## src/rtl/pc_seq.sv

```systemverilog
// Program counter sequencer: launches NUM_PROGS programs in turn, halts each at
// DONE_ADDR, and supports stalls, absolute/relative branches and call/return.
module pc_seq #(
    parameter int                          PC_W       = 16,
    parameter int                          NUM_PROGS  = 3,
    parameter logic [NUM_PROGS*PC_W-1:0]   PROG_BASES = {16'd301, 16'd124, 16'd67},
    parameter int                          DONE_ADDR  = 999,
    parameter int                          RAS_DEPTH  = 4,
    localparam int                         IDX_W      = (NUM_PROGS > 1) ? $clog2(NUM_PROGS) : 1
) (
    input  logic             CLK,
    input  logic             Init,
    input  logic             Start,
    input  logic             Stall,
    input  logic             Branch_abs,
    input  logic             Branch_rel_z,
    input  logic             Branch_rel_nz,
    input  logic             Call,
    input  logic             Ret,
    input  logic             ALU_zero,
    input  logic [PC_W-1:0]  Target,
    output logic [PC_W-1:0]  PC,
    output logic [IDX_W-1:0] Prog_idx,
    output logic             Running,
    output logic             DONE,
    output logic             All_done,
    output logic             Ras_err
);

    localparam int CNT_W = $clog2(RAS_DEPTH + 1);
    localparam int PTR_W = (RAS_DEPTH > 1) ? $clog2(RAS_DEPTH) : 1;

    typedef enum logic [1:0] {
        S_IDLE = 2'd0,
        S_RUN  = 2'd1,
        S_HALT = 2'd2
    } state_t;

    state_t           state_q, state_d;
    logic [PC_W-1:0]  pc_q, pc_d;
    logic [IDX_W-1:0] idx_q, idx_d;
    logic             all_done_q, all_done_d;
    logic             ras_err_q, ras_err_d;
    logic [CNT_W-1:0] ras_cnt_q, ras_cnt_d;
    logic [PC_W-1:0]  ras_mem_q [RAS_DEPTH];

    logic             push_en;
    logic [PTR_W-1:0] push_ptr;
    logic [PTR_W-1:0] pop_ptr;
    logic [PC_W-1:0]  pc_inc;
    logic [PC_W-1:0]  pc_rel;
    logic [PC_W-1:0]  base_sel;
    logic [PC_W-1:0]  base0;

    // Relative offsets are two's complement, so a plain modular add is exact.
    assign pc_inc   = pc_q + PC_W'(1);
    assign pc_rel   = pc_q + Target;
    assign push_ptr = ras_cnt_q[PTR_W-1:0];
    assign pop_ptr  = PTR_W'(ras_cnt_q - CNT_W'(1));
    assign base_sel = PROG_BASES[idx_q*PC_W +: PC_W];
    assign base0    = PROG_BASES[PC_W-1:0];

    always_ff @(posedge CLK or posedge Init) begin
        if (Init) begin
            state_q    <= S_IDLE;
            pc_q       <= base0;
            idx_q      <= '0;
            all_done_q <= 1'b0;
            ras_err_q  <= 1'b0;
            ras_cnt_q  <= '0;
        end else begin
            state_q    <= state_d;
            pc_q       <= pc_d;
            idx_q      <= idx_d;
            all_done_q <= all_done_d;
            ras_err_q  <= ras_err_d;
            ras_cnt_q  <= ras_cnt_d;
        end
    end

    // Stack contents need no reset: the occupancy counter defines what is live.
    generate
        for (genvar gi = 0; gi < RAS_DEPTH; gi++) begin : g_ras
            always_ff @(posedge CLK) begin
                if (push_en && (push_ptr == PTR_W'(gi))) begin
                    ras_mem_q[gi] <= pc_inc;
                end
            end
        end
    endgenerate

    always_comb begin
        state_d    = state_q;
        pc_d       = pc_q;
        idx_d      = idx_q;
        all_done_d = all_done_q;
        ras_err_d  = ras_err_q;
        ras_cnt_d  = ras_cnt_q;
        push_en    = 1'b0;

        unique case (state_q)
            S_IDLE, S_HALT: begin
                if (Start) begin
                    state_d    = S_RUN;
                    pc_d       = base_sel;
                    ras_cnt_d  = '0;
                    all_done_d = 1'b0;
                end
            end
            S_RUN: begin
                if (Stall) begin
                    pc_d = pc_q;
                end else if (pc_q == PC_W'(DONE_ADDR)) begin
                    state_d = S_HALT;
                    if (idx_q == IDX_W'(NUM_PROGS - 1)) begin
                        idx_d      = '0;
                        all_done_d = 1'b1;
                    end else begin
                        idx_d = idx_q + IDX_W'(1);
                    end
                end else if (Ret) begin
                    if (ras_cnt_q != '0) begin
                        pc_d      = ras_mem_q[pop_ptr];
                        ras_cnt_d = ras_cnt_q - CNT_W'(1);
                    end else begin
                        pc_d      = pc_inc;
                        ras_err_d = 1'b1;
                    end
                end else if (Call) begin
                    // The jump is taken even when the return address cannot be kept.
                    pc_d = Target;
                    if (ras_cnt_q != CNT_W'(RAS_DEPTH)) begin
                        push_en   = 1'b1;
                        ras_cnt_d = ras_cnt_q + CNT_W'(1);
                    end else begin
                        ras_err_d = 1'b1;
                    end
                end else if (Branch_abs) begin
                    pc_d = Target;
                end else if ((Branch_rel_z && ALU_zero) || (Branch_rel_nz && !ALU_zero)) begin
                    pc_d = pc_rel;
                end else begin
                    pc_d = pc_inc;
                end
            end
            default: state_d = S_IDLE;
        endcase
    end

    assign PC       = pc_q;
    assign Prog_idx = idx_q;
    assign Running  = (state_q == S_RUN);
    assign DONE     = (state_q == S_HALT);
    assign All_done = all_done_q;
    assign Ras_err  = ras_err_q;

endmodule

```

## config.mk

```make
export PLATFORM = sky130hd
export DESIGN_NAME = pc_seq
export DESIGN_NICKNAME = d
export VERILOG_FILES = /design/src/rtl/pc_seq.sv
export SDC_FILE = /design/constraint.sdc
export NUM_CORES = 1
export LEC_CHECK = 0
export ABC_CLOCK_PERIOD_IN_PS = 5210
export BUFFER_PORTS_ARGS = -buffer_cell sky130_fd_sc_hd__buf_2
export CORE_MARGIN = 5
export CORE_UTILIZATION = 50
export DETAILED_ROUTE_END_ITERATION = 8
export PLACE_DENSITY_LB_ADDON = 0.25
export SKIP_CTS_REPAIR_TIMING = 1
export SYNTH_ARGS = -nofsm -noshare
export SYNTH_HDL_FRONTEND = slang
export SYNTH_SLANG_ARGS = --single-unit
```

## constraint.sdc

```tcl
create_clock -name CLK -period 5.21 [get_ports CLK]
set_input_delay 0.2605 -clock CLK [delete_from_list [all_inputs] [get_ports CLK]]
set_output_delay 0.2605 -clock CLK [all_outputs]
set_load 0.02 [all_outputs]
```

* Yosys cells after proc, flatten, opt, wreduce, memory -nomap -nowiden
Memory sizes are Yosys's and may differ from the RTL's.
Cells that the tools add are included.
** Word-level totals
- Register bits :: 25
- RAM bits :: 64
- Bits of input ports :: 26
- Output and inout port bits :: 22
- Logic and storage cells :: 110
- Memories :: 1
** Cells by class
- Add/sub/neg operators :: 5
- Eq/ne operators :: 18
- Shift-type cells :: 1
- Multiplexer cells :: 54
- Bitwise gates (word level) :: 2
- Reductions and logical operators :: 23
** Memories
- ras_mem_q :: words 4, width 16, rd ports 1, clocked after Yosys merged registers in 0, write ports 1, line 45 : logic [PC_W-1:0] ras_mem_q [RAS_DEPTH];
** Operators with widths (count)
- 2-to-1 mux 16 bit :: 11
- OR reduction 16 bit :: 3
- variable part select 48 x 7 -> 16 bit, first input constant :: 1
- case mux 16 bit (2 select lines) :: 1
- 2-to-1 mux 1 bit :: 25
- 2-to-1 mux 3 bit :: 7
- adder 16 x 1 -> 16 bit, second input constant :: 1
- adder 16 bit :: 1
- equality test 16 x 10 -> 1 bit, second input constant :: 1
- 2-to-1 mux 2 bit :: 7
- inequality test 2 bit, second input constant :: 5
- equality test 2 bit, second input constant :: 4
- AND reduction 7 bit :: 1
- logical AND 1 bit :: 6
- inequality test 3 x 2 -> 1 bit, second input constant :: 2
- inequality test 3 bit, second input constant :: 2
- case mux 3 bit (2 select lines) :: 1
- AND reduction 3 bit :: 2
- AND reduction 6 bit :: 1
- AND reduction 5 bit :: 1
- equality test 2 x 1 -> 1 bit, second input constant :: 2
- zero test 2 bit :: 2
- inequality test 2 x 1 -> 1 bit, second input constant :: 2
- case mux 2 bit (2 select lines) :: 1
- 11 further kinds :: 13

* Logic depth before layout (Yosys ltp)
Gate-level depths: netlist (run 1).
- Depth after elaboration :: 14
- Gate-level depth with buffers :: 12

* Worst setup path after synthesis (run 1)
Ideal clock, no wire load.
- Path kind :: reg2reg
- Start point :: register ras_cnt_q[0]
- End point :: register pc_q[5] (netlist: PC[5])
- Arrival :: 2.792 ns
- Required time :: 5.089 ns
- Slack :: 2.297 ns
- Cell stages (with the launch flop) :: 11
- Cell sequence :: dfrtp_1 -> buf_2 -> buf_2 -> inv_1 -> ha_1 -> clkbuf_1 -> clkbuf_1 -> mux4_2 -> a221oi_1 -> nand2_1 -> o22a_1
** Between the ends
- Cells in the longest elaborated chain, start to end :: 7
- Elaborated cells between the ends (all ways) :: 8
- Classes of those cells :: 1 x add/sub; 5 x mux; 1 x reduce/logical; 1 x memory
** RTL lines
- start, declared :: line 44 : logic [CNT_W-1:0] ras_cnt_q, ras_cnt_d;
- start signal, assigned :: line 77 : ras_cnt_q <= ras_cnt_d;
- subtractor 3 x 1 -> 3 bit
- memory read (4 x 16 bit)
- 2-to-1 mux 16 bit * :: line 122 : if (ras_cnt_q != '0) begin
- 2-to-1 mux 16 bit * :: line 121 : end else if (Ret) begin
- 2-to-1 mux 16 bit * :: line 113 : end else if (pc_q == PC_W'(DONE_ADDR)) begin
- 2-to-1 mux 16 bit * :: line 111 : if (Stall) begin
- case mux 16 bit (2 select lines) * :: line 101 : unique case (state_q)
- end signal, assigned :: line 66 : pc_q <= base0;
- end signal, assigned :: line 73 : pc_q <= pc_d;
- end, declared :: line 40 : logic [PC_W-1:0] pc_q, pc_d;
Mark *: on every way between the ends. The rest lies on a longest branch, timed or not. The select of a mux whose other input is x is not followed.
A chain may end at the register's enable or synchronous reset.

* Worst setup path after layout (run 1)
- Start point :: register pc_q[1] (netlist: PC[1])
- End point :: register pc_q[12] (netlist: PC[12])
** Between the ends
- Cells in the longest elaborated chain, start to end :: 8
- Elaborated cells between the ends (all ways) :: 13
- Classes of those cells :: 2 x add/sub; 2 x eq/ne; 8 x mux; 1 x reduce/logical
** RTL lines
- adder 16 x 1 -> 16 bit * :: line 56 : assign pc_inc = pc_q + PC_W'(1);
- named net pc_inc[12] :: line 50 : logic [PC_W-1:0] pc_inc;
- 2-to-1 mux 16 bit :: line 140 : end else if ((Branch_rel_z && ALU_zero) || (Branch_rel_nz && !ALU_zero)) begin
- 2-to-1 mux 16 bit :: line 138 : end else if (Branch_abs) begin
- 2-to-1 mux 16 bit :: line 129 : end else if (Call) begin
- 2-to-1 mux 16 bit * :: line 121
- 2-to-1 mux 16 bit * :: line 113
- 2-to-1 mux 16 bit * :: line 111
- case mux 16 bit (2 select lines) * :: line 101
Mark *: on every way through the listed nets, which the timed path passes. The rest lies on a longest branch. The select of a mux whose other input is x is not followed.

==> metrics.md, run 1 <==
| Metric | Value |
|---|---|
| Pwr dens | `526.8 mW/mm²` |
| Largest net degree at the start of global routing | `26` |
| Pint | `1.724 mW` |
| All-Layer GR Usage | `22.81%` |
| Syn nets | `534` |
| Max-slew violations | `0` |
| I/O pins | `48` |
| Final worst setup slack | `2.516 ns` |
| Hold Fails Final Rpt | `0` |
| Synth Flop Type | `edfxtp_1` |
| Crit-path cells | `ha_1, nand3_2, nor4_4, xor2_1, nor2_1, or4_1, o21ai_1` |
| Die width | `113.3 µm` |
| Reg2reg start | `PC[1]` |
| Final WL | `14.33 mm` |
| Type of the worst setup path | `flip-flop to flip-flop` |
| Status | `finished, final reports clean` |
| CTS buffer count | `9` |
| Area Growth Syn to Fin | `9.859%` |
| Placeable Area | `0.01037 mm²` |
| Synth Area in Adders | `6.009%` |
| Post-synthesis cell area | `0.005330 mm²` |
| Max cap viols | `0` |
| Post-route ant nets | `0` |
| Die footprint | `0.01283 mm²` |
| Post-Synth XOR/XNOR Area | `3.779%` |
| Clk network pwr share | `14.0%` |
| Synth Area in Compound Gates | `15.47%` |
| Vias per cell | `6.444` |
| Asr flop ratio synth | `28.09%` |
| Largest delay share family, worst path | `simple AND/OR/NAND/NOR gates` |
| CP max stage cell | `dfstp_2` |
| Min Tclk post-route | `2.694 ns` |
| Clock Latency Late Sink | `0.37 ns` |
| CP endpoint kind | `flip-flop` |
| Clock Tree Buf Depth | `2` |
| CP Buf/Inv Count | `0` |
| RR Endpoint | `PC[12]` |
| Post-synthesis sequential area ratio | `47.86%` |
| Synth Instances | `483` |
| Syn_area_per_cell | `11.04 µm²` |
| Clk slew on worst S/H paths | `0.10 ns` |
| Vias in the first global route | `4059` |
| CP Launch Type | `flip-flop` |
| Final period util | `51.71%` |
| Overflow after GRT | `0` |
| Syn. warnings | `0` |
| Commonest non-fill, non-tap cells in the layout | `edfxtp_1 (64), nand2_1 (57), buf_2 (47), nor2_1 (32), a21oi_1 (31)` |
| Worst-path fanout max | `8` |
| Largest family of logic cells by synthesized area | `simple AND/OR/NAND/NOR gates` |
| Design area | `0.005856 mm²` |
| Sw power | `1.361 mW` |
| Final setup vio count | `0` |
| Root Driver | `clkbuf_8` |
| Die Y-Extent | `113.3 µm` |
| Worst slew pin tran | `1.111 ns` |
| Commonest non-fill, non-tap cell in the layout | `edfxtp_1` |
| Clock Skew | `0.01804 ns` |
| Max Freq | `371.2 MHz` |
| Clock sink count | `89` |
| Post-synthesis mux area share | `8.521%` |
| DR vias | `4298` |
| Rows | `37` |
| Seq cells post-synth | `89` |
| First-pass GRT wire length | `22.60 mm` |
| Drc violations | `0` |
| Final RePlAce weighted congestion | `0.9514` |
| Required @ worst endpoint | `5.52 ns` |
| Initial DRC Count | `407` |
| Largest stage delay, worst path | `0.62 ns` |
| Final setup TNS | `0 ns` |
| Dpl ws | `2.567 ns` |
| HP Class | `input port to asynchronous set/reset pin` |
| Initial antenna violation count | `0` |
| # port buffers | `47` |
| Relative slew margins | `25.85%` |
| Share of cells above drive strength 1 | `18.27%` |
| Area after DPL | `0.005687 mm²` |
| Part of the power in registers | `36.4%` |
| RSZ-0062 raised after global routing | `no` |
| Combinational power share | `49.6%` |
| Synth Area in Simple Gates | `15.75%` |
| Cells on worst reg2reg path | `7` |
| Peak supply drop | `316.6 µV` |
| DR pass1 iterations | `5` |
| Post-synth EDFFs | `64` |
| Reg2Reg Setup Slack | `2.52 ns` |
| CTS tree | `yes` |
| Starting Density | `51.40%` |
| CTS HTree Levels | `3` |
| Leak | `2.286 nW` |
| Unique masters post-synth | `73` |
| WL/cell | `21.49 µm` |
| CP Data Arrival Time | `3.00 ns` |
| Antenna Cells | `0` |
| Net count, final | `577` |
| Switching part of the total power | `44.12%` |
| Dpl hpwl | `10.55 mm` |
[kinds of logic (layout without fill, tap and decap cells)]
logic type                 after synthesis  in the layout
and+or+nand+nor                        163            163
AOI/OAI and AO/OA                      124            124
DFF                                     89             89
buffers and inverters                   34             82
adders and majority gates               25             25
muxes                                   25             25
xor gates and xnor gates                23             23
[power groups by stage]
stage          combinational, mW  sequential, mW  clock, mW
2_1_floorplan               1.05            1.14          0
3_3_place_gp                1.49            1.12          0
3_5_place_dp                1.51            1.13          0
4_1_cts                     1.52            1.11      0.439
5_1_grt                     1.66            1.13      0.471
6_report                    1.53            1.12      0.432
[layer usage]
metal	up-vias	global-route usage, %	wire (µm)
li1	1944	-	-
met1	2124	31.24	6097
met5	-	0	0
met3	28	5.187	1107
met2	202	35.98	6801
met4	0	7.692	328
[area by class of cell]
| type | instances | area [µm²] |
|---|---|---|
| Multi-Input combinational cell | 360 | 2640 |
| Clock buffer | 10 | 127.6 |
| Fill cell | 901 | 4514 |
| Tap cell | 136 | 170.2 |
| Clock inverter | 6 | 41.29 |
| Inverter | 14 | 52.55 |
| Timing Repair Buffer | 52 | 272.8 |
| Sequential cell | 89 | 2551 |
[worst max-delay path by stage]
stage	from	endpoint	slack (ns)	cells past startpoint
CTS	PC[0]	ras_mem_q[0][6]	2.55	6
floorplan	ras_cnt_q[0]	PC[5]	2.30	10
global route	PC[1]	PC[12]	2.35	7
finish	PC[1]	PC[12]	2.52	7
global placement	PC[0]	ras_mem_q[1][15]	2.64	6
detailed placement	PC[0]	ras_mem_q[0][15]	2.57	6
[synth_stat cells, types with 3 or more instances]
cell type	count	share of area, %
o221ai_1	5	0.82
nor3_1	6	0.56
nand4_1	4	0.47
nand3_1	15	1.4
and4_1	3	0.49
o311ai_0	3	0.49
nand2_1	57	4.0
or3_1	7	0.82
dfrtp_1	22	10
a21o_1	8	1.1
a22oi_1	3	0.42
clkbuf_1	15	1.1
dfstp_2	3	1.5
o21ai_0	25	2.3
o21a_1	3	0.42
and2_1	7	0.82
a211oi_1	3	0.42
mux2_2	3	0.63
nor2_1	32	2.3
xor2_1	12	2.0
a21oi_1	31	2.9
xnor2_1	11	1.8
o211ai_1	4	0.56
o22a_1	4	0.66
inv_1	13	0.92
nand2b_1	6	0.70
edfxtp_1	64	36
a31oi_1	3	0.35
and3_1	7	0.82
ha_1	24	5.6
mux4_2	16	6.8
a221oi_1	3	0.49
mux2i_1	6	1.1
o31ai_1	4	0.56
[through the flow]
step	hold slack (ns)	power, mW	utilization, %	std cells
floorplan	0.2856	2.193	-	483
global placement	0.4846	2.606	54.84	651
global route	0.1639	3.264	56.47	667
detailed placement	0.5039	2.641	54.84	651
CTS	0.1460	3.075	56.47	667
finish	0.1601	3.085	56.47	667
[sequential cells by signal (all words and copies together) (netlist names)]
name,count
Ras_err,1
ras_mem_q,64
PC,16
state_q,2
All_done,1
ras_cnt_q,3
Prog_idx,2
Note: power is estimated with default switching activity, not from simulation.
==> run 2: changes to the inputs <==
--- a/config.mk
+++ b/config.mk
@@ -5,7 +5,7 @@
 export SDC_FILE = /design/constraint.sdc
 export NUM_CORES = 1
 export LEC_CHECK = 0
-export ABC_CLOCK_PERIOD_IN_PS = 5210
+export ABC_CLOCK_PERIOD_IN_PS = 2400
 export BUFFER_PORTS_ARGS = -buffer_cell sky130_fd_sc_hd__buf_2
 export CORE_MARGIN = 5
 export CORE_UTILIZATION = 50
==> constraint.sdc (replaced) <==
create_clock -name CLK -period 2.4 [get_ports CLK]
set_input_delay 0.12 -clock CLK [delete_from_list [all_inputs] [get_ports CLK]]
set_output_delay 0.12 -clock CLK [all_outputs]
set_load 0.02 [all_outputs]
==> metrics.md, run 2 (same netlist as run 1, synthesis figures left out) <==
| Metric | Value |
|---|---|
| Type of the worst setup path | `flip-flop to flip-flop` |
| Fillers | `882 (-2.1%)` |
| Net count, final | `621 (+7.6%)` |
| CP endpoint kind | `flip-flop` |
| Placeable Area | `0.01037 mm² (unchanged)` |
| HP Class | `input port to flip-flop` |
| Max reg flops | `64 (unchanged)` |
| Final RePlAce weighted congestion | `0.9689 (+1.8%)` |
| Reg2Reg Setup Slack | `0.07 ns (-2.44 ns)` |
| CP Launch Type | `flip-flop` |
| Reg2reg start | `PC[0]` |
| Hold Fails Final Rpt | `0 (unchanged)` |
| Dpl ws | `0.04517 ns (-2.521 ns)` |
| Clock Latency Late Sink | `0.37 ns (about the same)` |
| Commonest non-fill, non-tap cell in the layout | `edfxtp_1` |
| Reg with most FFs | `ras_mem_q` |
| Worst-path fanout max | `8 (unchanged)` |
| Drc violations | `0 (unchanged)` |
| Hold path start | `Stall` |
| Clock sink count | `89 (unchanged)` |
| Pwr dens | `1163 mW/mm² (+120%)` |
| Final worst setup slack | `0.07157 ns (-2.444 ns)` |
| Status | `finished, final reports clean` |
| All-Layer GR Usage | `24.08% (+1.3 points)` |
| I/O pins | `48 (unchanged)` |
| CTS tree | `yes` |
| Area after DPL | `0.006052 mm² (+6.4%)` |
| Share of cells above drive strength 1 | `26.78% (+8.5 points)` |
| Rows | `37 (unchanged)` |
| Vias in the first global route | `4296 (+5.8%)` |
| Die footprint | `0.01283 mm² (unchanged)` |
| Final period util | `97.02% (+45 points)` |
| Clock Skew | `0.01274 ns (-0.005301 ns)` |
| FF+latch area | `0.002551 mm² (unchanged)` |
| Hold-critical path depth | `3` |
| Cells on worst reg2reg path | `8 (+1)` |
| Leak | `2.519 nW (+10%)` |
| Overflow after GRT | `0 (unchanged)` |
| Antenna Cells | `0 (unchanged)` |
| RSZ-0062 raised after global routing | `yes` |
| Max cap viols | `0 (unchanged)` |
| Relative slew margins | `52.96% (+27 points)` |
| Post-route ant nets | `0 (unchanged)` |
| RR Endpoint | `PC[12]` |
| CP Data Arrival Time | `2.59 ns (-0.41 ns)` |
| Largest net degree at the start of global routing | `26 (unchanged)` |
| Area Growth Syn to Fin | `18.83%` |
| Final setup vio count | `0 (unchanged)` |
| Root Driver | `clkbuf_8` |
| Max-slew violations | `0 (unchanged)` |
| Required @ worst endpoint | `2.66 ns (-2.86 ns)` |
| Clock Tree Buf Depth | `2 (unchanged)` |
| Min Tclk post-route | `2.328 ns (-0.3659 ns)` |
| CTS buffer count | `9 (unchanged)` |
| Initial antenna violation count | `0 (unchanged)` |
| Commonest non-fill, non-tap cells in the layout | `edfxtp_1 (64), nand2_1 (57), buf_2 (47), buf_4 (44), nor2_1 (31)` |
| Dpl hpwl | `11.44 mm (+8.4%)` |
| DR pass1 iterations | `5 (unchanged)` |
| Max Freq | `429.5 MHz (+16%)` |
| Die width | `113.3 µm (unchanged)` |
| # port buffers | `47 (unchanged)` |
| Initial DRC Count | `481 (+18%)` |
| Design area | `0.006334 mm² (+8.2%)` |
| Final WL | `15.11 mm (+5.4%)` |
| Clk slew on worst S/H paths | `0.10 ns (about the same)` |
| Peak supply drop | `607.0 µV (+92%)` |
| Footprint of the multi-input gates | `0.002703 mm² (+2.4%)` |
| Die Y-Extent | `113.3 µm (unchanged)` |
| Vias per cell | `6.186 (-4.0%)` |
| CTS HTree Levels | `3 (unchanged)` |
| Hold path endpoint | `state_q[0]` |
| Worst slew pin tran | `0.6860 ns (-0.4249 ns)` |
| First-pass GRT wire length | `23.75 mm (+5.1%)` |
| WL/cell | `21.26 µm (-1.1%)` |
| Starting Density | `51.40% (unchanged)` |
| DR vias | `4398 (+2.3%)` |
[run 2: cell types whose count changed in the layout (fill, tap and decap cells not counted), sizes merged]
cell / delta
buf: +43
clkinvlp: +2
bufinv: +1
clkbuf: -1
clkinv: -1
dlygate4sd3: +1
inv: -1
[run 2: final cells by class]
class / count / area share (%)
timing repair buffer: 96 / 10.35
tap: 136 / 2.687
multi-input combinational: 360 / 42.67
sequential: 89 / 40.28
clock inverter: 7 / 1.225
clock buffer: 9 / 1.956
inverter: 14 / 0.8297
[run 2: power breakdown]
| part | switching [mW] | leakage (nW) | internal [mW] |
|---|---|---|---|
| registers | 0.252 | 0.868 | 2.06 |
| clock network | 0.585 | 0.0954 | 0.490 |
| logic | 2.27 | 1.56 | 1.71 |
| total | 3.11 | 2.52 | 4.25 |
[run 2: worst max path at each step]
stage	startpoint	end	slack [ns]
after floorplan	ras_cnt_q[0]	PC[5]	0.02
after global placement	PC[1]	PC[15]	0.09
after detailed placement	PC[1]	PC[15]	0.05
after CTS	PC[0]	PC[12]	0.03
after global routing	PC[0]	PC[6]	-0.01
final	PC[0]	PC[12]	0.07
[run 2: critical path: stages, from the launching register on]
cell and delay, ns:
dfstp_2 0.42, ha_1 0.22, fa_1 0.40, a21o_1 0.25, a22oi_2 0.19, a21oi_2 0.13
or3_1 0.37, a21oi_1 0.16, o21ai_1 0.09
[run 2: metal layers]
metal | global-route usage, % | vias to the layer above | routed length, µm
li1 | - | 2026 | -
met1 | 33.47 | 2172 | 6596
met2 | 38.51 | 173 | 7226
met3 | 4.492 | 27 | 1001
met4 | 7.452 | 0 | 289
met5 | 0 | - | 0
[run 2: stage by stage]
stage / cells / TNS, ns / hold slack [ns] / total power [mW] / utilization (%)
floorplan: 483 / 0 / 0.1451 / 4.794 / -
global placement: 693 / 0 / 0.1999 / 6.123 / 58.36
detailed placement: 693 / 0 / 0.2098 / 6.173 / 58.36
CTS: 709 / 0 / -0.2004 / 7.258 / 60.30
global route: 711 / -0.01690 / 0.02328 / 7.814 / 61.08
finish: 711 / 0 / 0.02541 / 7.364 / 61.08
==> run 3: changes to the inputs <==
--- a/config.mk
+++ b/config.mk
@@ -8,7 +8,7 @@
 export ABC_CLOCK_PERIOD_IN_PS = 2400
 export BUFFER_PORTS_ARGS = -buffer_cell sky130_fd_sc_hd__buf_2
 export CORE_MARGIN = 5
-export CORE_UTILIZATION = 50
+export CORE_UTILIZATION = 35
 export DETAILED_ROUTE_END_ITERATION = 8
 export PLACE_DENSITY_LB_ADDON = 0.25
 export SKIP_CTS_REPAIR_TIMING = 1
==> metrics.md, run 3 (same netlist as run 1, synthesis figures left out) <==
| Metric | Value |
|---|---|
| Hold Fails Final Rpt | `0 (unchanged)` |
| Max reg flops | `64 (unchanged)` |
| All-Layer GR Usage | `19.25% (-4.8 points)` |
| CP Buf/Inv Count | `1 (+1)` |
| Area after DPL | `0.006264 mm² (+3.5%)` |
| Vias in the first global route | `4550 (+5.9%)` |
| Placeable Area | `0.01509 mm² (+46%)` |
| Peak supply drop | `408.7 µV (-33%)` |
| CTS HTree Levels | `3 (unchanged)` |
| Clk slew on worst S/H paths | `0.07 ns (-0.03 ns)` |
| Drc violations | `0 (unchanged)` |
| Antenna Cells | `0 (unchanged)` |
| Vias per cell | `5.689 (-8.0%)` |
| Clk network pwr share | `16.5% (+1.9 points)` |
| Final WL | `16.61 mm (+9.9%)` |
| Non-filler cells, final | `788 (+11%)` |
| Clock Tree Buf Depth | `2 (unchanged)` |
| Worst-path fanout max | `5 (-3)` |
| Final period util | `98.06% (+1.0 points)` |
| WL/cell | `21.07 µm (-0.87%)` |
| Sw power | `3.240 mW (+4.1%)` |
| Min Tclk post-route | `2.353 ns (+0.02493 ns)` |
| RR Endpoint | `PC[15]` |
| CP Launch Type | `flip-flop` |
| # port buffers | `47 (unchanged)` |
| Rows | `45 (+22%)` |
| Root Driver | `clkbuf_16` |
| Commonest non-fill, non-tap cells in the layout | `buf_4 (72), edfxtp_1 (64), nand2_1 (57), buf_2 (47), nor2_1 (30)` |
| Type of the worst setup path | `flip-flop to flip-flop` |
| Reg2reg start | `PC[6]` |
| Die footprint | `0.01780 mm² (+39%)` |
| Pint | `4.592 mW (+8.0%)` |
| Hold Worst Slack | `0.05226 ns (+0.02685 ns)` |
| Initial antenna violation count | `0 (unchanged)` |
| First-pass GRT wire length | `26.28 mm (+11%)` |
| Dpl hpwl | `12.83 mm (+12%)` |
| DR vias | `4483 (+1.9%)` |
| Reg with most FFs | `ras_mem_q` |
| Part of the power in registers | `29.0% (-2.4 points)` |
| Hold path endpoint | `state_q[1]` |
| Relative slew margins | `59.09% (+6.1 points)` |
| CTS buffer count | `9 (unchanged)` |
| Clock Skew | `0.009272 ns (-0.003470 ns)` |
| Reg2Reg Setup Slack | `0.05 ns (-0.02 ns)` |
| DR pass1 iterations | `5 (unchanged)` |
| Placed Cells | `769 (+11%)` |
| Largest stage delay, worst path | `0.56 ns (+0.14 ns)` |
| Die width | `133.4 µm (+18%)` |
| Max cap viols | `0 (unchanged)` |
| Combinational power share | `54.5% (+0.5 points)` |
| Crit-path cells | `buf_4, ha_1, and2_1, and3_1, o21a_2, o31a_1, a211o_1, a41oi_2` |
| Design area | `0.006661 mm² (+5.2%)` |
| CP endpoint kind | `flip-flop` |
| CP max stage cell | `dfstp_2` |
| Share of cells above drive strength 1 | `31.00% (+4.2 points)` |
| Setup crit start | `PC[6]` |
| I/O pins | `48 (unchanged)` |
| CTS tree | `yes` |
| Clock sink count | `89 (unchanged)` |
| Required @ worst endpoint | `2.66 ns (about the same)` |
| Clock Latency Late Sink | `0.35 ns (-0.02 ns)` |
| Post-route ant nets | `0 (unchanged)` |
| Pwr dens | `1176 mW/mm² (+1.1%)` |
| Hold-critical path depth | `3 (unchanged)` |
| Net count, final | `646 (+4.0%)` |
| Layout Utilization | `44.15% (-17 points)` |
| Area Growth Syn to Fin | `24.98%` |
| Status | `finished, final reports clean` |
| Largest delay share family, worst path | `compound AO/OA/AOI/OAI gates` |
| Final setup vio count | `0 (unchanged)` |
| Starting Density | `35.32% (-16 points)` |
| Hold path start | `Start` |
| Max-slew violations | `0 (unchanged)` |
| Overflow after GRT | `0 (unchanged)` |
| Max Freq | `424.9 MHz (-1.1%)` |
| Switching part of the total power | `41.36% (-0.88 points)` |
| Leak | `2.682 nW (+6.5%)` |
| Final RePlAce weighted congestion | `0.9307 (-3.9%)` |
| Commonest non-fill, non-tap cell in the layout | `buf_4` |
| Cells on worst reg2reg path | `8 (unchanged)` |
| CP Data Arrival Time | `2.61 ns (+0.02 ns)` |
| Die Y-Extent | `133.4 µm (+18%)` |
| Worst slew pin tran | `0.6093 ns (-0.07676 ns)` |
| HP Class | `input port to flip-flop` |
| Total Power | `7.832 mW (+6.4%)` |
| Initial DRC Count | `487 (+1.2%)` |
| Largest net degree at the start of global routing | `26 (unchanged)` |
-- run 3: final cells by class --
cell class | instances | area [µm²]
Timing Repair Buffer | 121 | 805.8
Fill cell | 1440 | 8428
Tap cell | 188 | 235.2
Clock buffer | 9 | 225.2
Sequential cell | 89 | 2555
Inverter | 14 | 52.55
Clock inverter | 7 | 43.79
Multi-Input combinational cell | 360 | 2744
-- run 3: stage by stage --
step	setup slack, ns	TNS (ns)
after floorplan	0.01939	0
after global placement	-0.01085	-0.01085
after detailed placement	-0.03094	-0.03094
after CTS	-0.05555	-0.05555
after global routing	-0.01972	-0.02603
final	0.04663	0
-- run 3: worst max-delay path by stage --
| stage | end | slack, ns | cells past startpoint |
|---|---|---|---|
| global route | PC[15] | -0.02 | 8 |
| finish | PC[15] | 0.05 | 8 |
| CTS | PC[15] | -0.06 | 7 |
| detailed placement | PC[15] | -0.03 | 7 |
| global placement | PC[15] | -0.01 | 7 |
| floorplan | PC[5] | 0.02 | 10 |
-- run 3: worst min-delay path: stages --
cell	delay, ns
buf_2	0.11
inv_1	0.04
a21o_1	0.10
-- run 3: power groups by stage --
| stage | Clock, mW | Sequential, mW | Combinational, mW |
|---|---|---|---|
| after floorplan | 0 | 2.48 | 2.31 |
| after global placement | 0 | 2.27 | 4.09 |
| after detailed placement | 0 | 2.28 | 4.13 |
| after CTS | 1.33 | 2.25 | 4.14 |
| after global routing | 1.39 | 2.29 | 4.64 |
| final | 1.29 | 2.27 | 4.27 |
-- run 3: metal layers --
layer	global-route usage [%]	wire length (µm)	part of all wire [%]
met1	26.12	7368	44
met5	0	0	0
met3	3.701	876	5.3
met4	4.343	218	1.3
met2	32.14	8142	49
